==> src/rtl/pwm_multi.sv <==
// pwm_multi: shared-counter multi-channel PWM with double-buffered duty
// and a selectable edge-/center-aligned mode, all applied at period boundaries.
module pwm_multi #(
  parameter int CHANNELS     = 4,
  parameter int PERIOD       = 10,
  parameter int STEP         = 1,
  parameter int INITIAL_DUTY = 5
) (
  input  logic                clk,
  input  logic                reset,
  input  logic [CHANNELS-1:0] increase_duty_in,
  input  logic [CHANNELS-1:0] decrease_duty_in,
  input  logic                center_aligned_in,
  output logic [CHANNELS-1:0] pwm_out,
  output logic                period_start
);

  localparam int W  = $clog2(PERIOD + 1);
  localparam int WX = W + 1;

  localparam logic [W-1:0]  CNT_LAST  = W'(PERIOD - 1);
  localparam logic [W-1:0]  DUTY_INIT = W'(INITIAL_DUTY);
  localparam logic [W-1:0]  PER_W     = W'(PERIOD);
  localparam logic [WX-1:0] PER_X     = WX'(PERIOD);
  localparam logic [WX-1:0] STEP_X    = WX'(STEP);

  logic [W-1:0] cnt_q, cnt_d;
  logic         dir_q, dir_d;
  logic         mode_q, mode_d;
  logic         boundary;

  logic [CHANNELS-1:0] inc_q, dec_q;
  logic [CHANNELS-1:0] inc_ev, dec_ev;

  logic [CHANNELS-1:0][W-1:0] pend_q, pend_d;
  logic [CHANNELS-1:0][W-1:0] act_q, act_d;

  assign inc_ev = increase_duty_in & ~inc_q;
  assign dec_ev = decrease_duty_in & ~dec_q;

  // Period boundary: last edge-aligned count, or the down-ramp low end.
  always_comb begin
    if (mode_q) begin
      boundary = (cnt_q == '0) && dir_q;
    end else begin
      boundary = (cnt_q == CNT_LAST);
    end
  end

  // Counter/direction/mode next state; boundary restarts cleanly at 0, up.
  always_comb begin
    cnt_d  = cnt_q;
    dir_d  = dir_q;
    mode_d = mode_q;
    if (boundary) begin
      cnt_d  = '0;
      dir_d  = 1'b0;
      mode_d = center_aligned_in;
    end else if (!mode_q) begin
      cnt_d = cnt_q + 1'b1;
    end else if (!dir_q) begin
      if (cnt_q == CNT_LAST) begin
        dir_d = 1'b1;
      end else begin
        cnt_d = cnt_q + 1'b1;
      end
    end else begin
      cnt_d = cnt_q - 1'b1;
    end
  end

  // Pending duty: saturating step per edge event; simultaneous events cancel.
  always_comb begin
    logic [WX-1:0] cur;
    logic [WX-1:0] up;
    pend_d = pend_q;
    cur    = '0;
    up     = '0;
    for (int i = 0; i < CHANNELS; i++) begin
      cur = {1'b0, pend_q[i]};
      up  = cur + STEP_X;
      if (inc_ev[i] && !dec_ev[i]) begin
        pend_d[i] = (up > PER_X) ? PER_W : up[W-1:0];
      end else if (dec_ev[i] && !inc_ev[i]) begin
        pend_d[i] = (cur < STEP_X) ? '0 : W'(cur - STEP_X);
      end
    end
  end

  // Active duty only reloads at the boundary so waveforms never glitch.
  always_comb begin
    act_d = boundary ? pend_q : act_q;
  end

  // State registers with asynchronous reset.
  always_ff @(posedge clk or posedge reset) begin
    if (reset) begin
      cnt_q  <= '0;
      dir_q  <= 1'b0;
      mode_q <= 1'b0;
      inc_q  <= '0;
      dec_q  <= '0;
      pend_q <= {CHANNELS{DUTY_INIT}};
      act_q  <= {CHANNELS{DUTY_INIT}};
    end else begin
      cnt_q  <= cnt_d;
      dir_q  <= dir_d;
      mode_q <= mode_d;
      inc_q  <= increase_duty_in;
      dec_q  <= decrease_duty_in;
      pend_q <= pend_d;
      act_q  <= act_d;
    end
  end

  // Outputs decoded purely from registered state.
  always_comb begin
    pwm_out = '0;
    for (int i = 0; i < CHANNELS; i++) begin
      pwm_out[i] = (cnt_q < act_q[i]);
    end
    period_start = (cnt_q == '0) && !dir_q;
  end

endmodule

==> config.mk <==
export PLATFORM = sky130hd
export DESIGN_NAME = pwm_multi
export DESIGN_NICKNAME = d
export VERILOG_FILES = /design/src/rtl/pwm_multi.sv
export SDC_FILE = /design/constraint.sdc
export NUM_CORES = 1
export LEC_CHECK = 0
export CORE_MARGIN = 10
export CORE_UTILIZATION = 45
export CTS_BUF_LIST = sky130_fd_sc_hd__clkbuf_16
export CTS_CLUSTER_DIAMETER = 50
export DETAILED_ROUTE_END_ITERATION = 6
export GPL_TIMING_DRIVEN = 0
export PLACE_DENSITY_LB_ADDON = 0.05
export SYNTH_ARGS = -nofsm -noshare
export SYNTH_HDL_FRONTEND = slang
export SYNTH_SLANG_ARGS = --single-unit
==> constraint.sdc <==
create_clock -name clk -period 2.5 [get_ports clk]
set_input_delay 0.25 -clock clk [delete_from_list [all_inputs] [get_ports clk]]
set_output_delay 0.25 -clock clk [all_outputs]
set_load 0.01 [all_outputs]
# [Word level (Yosys, flattened, before mapping)]
# Index checks and enable logic that the tools add are counted.
[op_classes] n_addsub=10 n_lt_le_gt_ge=12 eq_ne=2 mux=25 n_bitwise=4 reduce_logical=25
[op_table] op="$mux W4" n=20
[op_table] op="$add A4 B1 Y5 const B" n=4
[op_table] op="$gt A5 B4 Y1 const B" n=4
[op_table] op="$sub A4 B1 Y4 const B" n=5
[op_table] op="$lt A4 B1 Y1 const B" n=4
[op_table] op="$lt A4 B4 Y1" n=4
[op_table] op="$logic_and A1 B1 Y1" n=10
[op_table] op="$reduce_bool A2 Y1" n=5
[op_table] op="$logic_not A1 Y1" n=9
[op_table] op="$and A4 B4 Y4" n=2
[op_table] op="$not A4 Y4" n=2
[op_table] op="$mux W1" n=5
[op_table] op="$add A4 B1 Y4 const B" n=1
[op_table] op="$eq A4 B4 Y1 const B" n=1
[op_table] op="$logic_not A4 Y1" n=1
[op_table] op="$ne A4 B4 Y1 const B" n=1
[totals] ff_bits=46 input_bits=11 wordCells=91

# [Longest topological paths before layout]
# Gate-level depths: netlist (run 1).
[logic_depth] ltp_word=6 depth_mapped=7 depth_no_buf=6

# [Worst setup path before layout (run 1)]
# No wires, ideal clock.
[synth_path] path_kind="flip-flop to flip-flop" startpoint="reg pend_q[0] (netlist bit)" endpoint="reg pend_q[1] (netlist bit)" setup_time_ns=0.124 t_arrival_ns=1.672 required_time_ns=2.376 path_slack_ns=0.704 path_stages_with_launch=7 path_buffers=0 cell_sequence="dfstp_2 inv_1 ha_1 nor2b_1 a2111oi_2 nor2_1 o31a_1"
[synth_between] elab_chain_cells=4
[synth_lines] item="start: declaration" line="35" rtl="logic [CHANNELS-1:0][W-1:0] pend_q, pend_d;"
[synth_lines] item="start signal: assignment" line="103" rtl="pend_q <= {CHANNELS{DUTY_INIT}};"
[synth_lines] item="start signal: assignment" line="111" rtl="pend_q <= pend_d;"
[synth_lines] item="$add A4 B1 Y5 (tied with other cells)" line="81" rtl="up = cur + STEP_X;"
[synth_lines] item="$gt A5 B4 Y1 / $mux W4 (equally long branches)" line="83, 85"
[synth_lines] item="$mux W4, on equally long branches" line="83, 84"
[synth_lines] item="$mux W4 (*)" line="82" rtl="if (inc_ev[i] && !dec_ev[i]) begin"
# Every way passes the cells marked *; elsewhere a longest branch is shown, timed or not. The select of a mux whose other input is x is not followed.
# A chain may end at the register's enable or synchronous reset.

# [Worst setup path in the final report (run 1)]
[layout_path] startpoint="reg cnt_q[1]" endpoint="out pwm_out[1]"
[layout_between] elab_chain_cells=1
[layout_lines] item="start: declaration" line="27" rtl="logic [W-1:0] cnt_q, cnt_d;"
[layout_lines] item="start signal: assignment" line="106" rtl="cnt_q <= cnt_d;"
[layout_lines] item="$lt A4 B4 Y1" line="120" rtl="pwm_out[i] = (cnt_q < act_q[i]);"
[layout_lines] item="end: declaration" line="14" rtl="output logic [CHANNELS-1:0] pwm_out,"
# Every way passes these cells.

==> results.sh, run 1 <==
export IMPL_status="complete, no violations"
export IMPL_h_tree_depth=2
export IMPL_synth_mux_area_frac=0.02477
export IMPL_grt_ovfl_total=0
export IMPL_timing_fmax_mhz=436.4
export IMPL_fin_nets=400
export IMPL_yosys_area_share_simple=0.1965
export IMPL_layout_setup_ws_ps=208.6
export IMPL_crit_type="reg -> out"
export IMPL_fin_hold_ws_ps=195.6
export IMPL_portBuffers=15
export IMPL_seqPwrFrac=0.346
export IMPL_place_congestion=0.8186
export IMPL_wl_met2_um=2569
export IMPL_rr_startpoint="pend_q[4]"
export IMPL_clkTransAtPathRegs_ps=60
export IMPL_finalSetupTns_ps=0
export IMPL_critPathMaxFanout=9
export IMPL_n_antenna_cell=0
export IMPL_cts_buffers=5
export IMPL_irDropWorstVdd_v=0.0005014
export IMPL_synth_compound_area_frac=0.1936
export IMPL_power_leakage_nw=1.486
export IMPL_dr_first_iter_drc_count=65
export IMPL_grt_pass1_wl_um=9991
export IMPL_grt_pass1_vias=2156
export IMPL_skew_ps=3.439
export IMPL_powerDensity_nw_per_um2=1239
export IMPL_fin_crit_sh=0.9165
export IMPL_r2r_slack_ps=570
export IMPL_syn_nets=377
export IMPL_fin_cells=435
export IMPL_drv_slew=0
export IMPL_fin_crit_ps=2291
export IMPL_antenna_found_initial=0
export IMPL_gr_usage_all_layers=0.1172
export IMPL_ys_types=45
export IMPL_routed_wl_um=5763
export IMPL_wire_per_inst_um=13.25
export IMPL_ys_seq_area_frac=0.3865
export IMPL_start_util=0.4692
export IMPL_maxSlewHeadroom=0.7358
export IMPL_cts_tree="done"
export IMPL_ios=16
export IMPL_cts_root_buf="clkbuf_16"
export IMPL_final_hold_viol_count=0
export IMPL_viasPerCell=5.285
export IMPL_syn_inst=334
export IMPL_drt_drc_violations_left=0
export IMPL_num_rows=29
export IMPL_endpoint_kind="output pin"
export IMPL_syn_area_um2=3030
export IMPL_rsz0062_at_grt="false"
export IMPL_synth_top_family_by_area="simple AND/OR/NAND/NOR gates"
export IMPL_first_pass_iters=4
export IMPL_p_int_mw=2.548
export IMPL_startpoint_type="flip-flop"
export IMPL_wl_met3_um=217
export IMPL_core_region_area_um2=6459
export IMPL_placed_cells=427
export IMPL_die_area_um2=10420
export IMPL_synth_xor_area_share=0.005780
export IMPL_pwr_share_comb=0.503
export IMPL_switching_share=0.4021
export IMPL_die_y_um=102.1
export IMPL_detail_route_antenna_nets=0
export IMPL_synth_fa_ha_area_frac=0.1321
export IMPL_place_ws_ps=443.4
export IMPL_m1WireLength_um=2916
export IMPL_cp_arrival_ps=2040
export IMPL_clockBufferDepth=2
export IMPL_ctsHoldBuffers=0
export IMPL_reg2reg_to="pend_q[5]"
export IMPL_clkLatencyLatePin_ps=290
export IMPL_clock_sinks=46
export IMPL_drive_above_1_share=0.1425
export IMPL_p_clk_frac=0.151
export IMPL_ff2ff_path_depth=6
export IMPL_hold_path_class="in -> async"
export IMPL_die_w_um=102.1
export IMPL_synth_seq_cells=46
export IMPL_topRoutingLayerUsed="met4"
export IMPL_vias=2299
export IMPL_grt_max_degree=39
export IMPL_setup_viol=0
export IMPL_final_common_cell="o21ai_0"
export IMPL_max_cap_viol_count=0
export IMPL_crit_required_ps=2250
export IMPL_mostFrequentLayoutCells="o21ai_0, ha_1, nor2_1"
export IMPL_tightest_slew_ps=396.4
export IMPL_dp_hpwl_um=4170
export IMPL_yosysWarnings=0
export IMPL_post_route_util=0.5325
export IMPL_avgSynthCellArea_um2=9.073
export IMPL_switchingPower_mw=1.713
export IMPL_syn2layout_area_growth_pct=13.50
-- cells in the mapped netlist, drive strengths merged --
cell type / n / area, um^2
o21ai: 37 / 185.2
ha: 32 / 400.4
nor2: 31 / 116.4
dfrtp: 30 / 750.7
nand2: 29 / 108.9
inv: 27 / 101.4
dfstp: 16 / 420.4
buf: 15 / 73.82
nand2b: 14 / 87.58
nor2b: 14 / 110.1
nor3: 10 / 50.05
a21boi: 8 / 60.06
a21oi: 7 / 38.79
a31oi: 7 / 43.79
or3: 5 / 31.28
mux2: 4 / 45.04
o221ai: 4 / 35.03
o2bb2ai: 4 / 35.03
o31ai: 4 / 30.03
a2111oi: 3 / 45.04
a311o: 3 / 30.03
and2: 3 / 18.77
mux2i: 3 / 30.03
nand3: 3 / 15.01
o31a: 3 / 26.28
a211o: 2 / 17.52
and3b: 2 / 17.52
clkbuf: 2 / 8.750
nand3b: 2 / 15.01
a21o: 1 / 7.510
a22oi: 1 / 7.510
a2bb2oi: 1 / 8.760
a31o: 1 / 8.760
nand4b: 1 / 8.760
nor3b: 1 / 7.510
nor4b: 1 / 8.760
o211ai: 1 / 7.510
xnor2: 1 / 8.760
xor2: 1 / 8.760
-- cell type report --
type	instances	area, um^2
fillers	611	3019
multi-input cells	244	1675
flip-flops and latches	46	1172
repair buffers	16	170.2
clock buffers	5	125.1
inverters	27	101.3
well taps	77	96.34
plain buffers	17	82.58
clock inverters	3	16.27
-- cells by family after synthesis --
| logic type | after synthesis |
|---|---|
| and+or+nand+nor | 116 |
| AOI/OAI and AO/OA | 87 |
| DFF | 46 |
| buffers and inverters | 44 |
| adders and majority gates | 32 |
| muxes | 7 |
| xor gates and xnor gates | 2 |
-- worst max-delay path, stage by stage (launching register included) --
cell and delay, ps:
dfrtp_2 470, ha_1 300, a21boi_0 120, o21ai_0 150, o2bb2ai_1 150, clkdlybuf4s50_1 570
-- routing by layer --
metal	GRT usage	up-vias
li1	-	1207
met3	0.02834	8
met4	0.03579	0
met2	0.1857	20
met1	0.1544	1064
met5	0	-
-- sequential cells by signal (all words and copies together), names as in the netlist --
signal,cells
dir_q,1
dec_q,4
pend_q,16
inc_q,4
cnt_q,4
mode_q,1
act_q,16
-- worst max path at each step --
stage | start | endpoint | slack, ps
2_1_floorplan | pend_q[0] | pend_q[1] | 700
3_3_place_gp | reset | pend_q[3] | 110
3_5_place_dp | cnt_q[1] | pwm_out[1] | 440
4_1_cts | cnt_q[1] | pwm_out[1] | 130
5_1_grt | cnt_q[1] | pwm_out[0] | 2
6_report | cnt_q[1] | pwm_out[1] | 210
-- power by group through the flow --
| stage | combinational (mW) | clock, mW | sequential, mW |
|---|---|---|---|
| final | 2.14 | 0.645 | 1.47 |
| after floorplan | 1.66 | 0 | 1.38 |
| after CTS | 2.18 | 0.670 | 1.48 |
| after global routing | 2.50 | 0.702 | 1.54 |
| after detailed placement | 2.17 | 0 | 1.49 |
| after global placement | 2.13 | 0 | 1.49 |
-- metrics by stage --
stage	total power, mW	instance area, um^2
6_report	4.262	3440
5_1_grt	4.742	3440
4_1_cts	4.328	3438
3_5_place_dp	3.663	3297
3_3_place_gp	3.623	3277
2_1_floorplan	3.046	3030
-- what timing repair did --
| item | CTS | global route |
|---|---|---|
| endpoints found under the hold margin | 0 | 0 |
| setup buffers | 0 | 0 |
| gates resized for setup | 0 | 1 |
| endpoints found under the setup margin | 0 | 1 |
No activity file was read; power rests on OpenSTA's default activity.
==> inputs of run 2 (changes only) <==
--- a/config.mk
+++ b/config.mk
@@ -5,13 +5,16 @@
 export SDC_FILE = /design/constraint.sdc
 export NUM_CORES = 1
 export LEC_CHECK = 0
+export ABC_CLOCK_PERIOD_IN_PS = 2500
 export CORE_MARGIN = 10
 export CORE_UTILIZATION = 45
 export CTS_BUF_LIST = sky130_fd_sc_hd__clkbuf_16
 export CTS_CLUSTER_DIAMETER = 50
+export CTS_CLUSTER_SIZE = 10
 export DETAILED_ROUTE_END_ITERATION = 6
 export GPL_TIMING_DRIVEN = 0
 export PLACE_DENSITY_LB_ADDON = 0.05
 export SYNTH_ARGS = -nofsm -noshare
 export SYNTH_HDL_FRONTEND = slang
 export SYNTH_SLANG_ARGS = --single-unit
+export TNS_END_PERCENT = 100
==> results of run 2 <==
No change in the layout: final DEF, timing and power equal those of run 1.
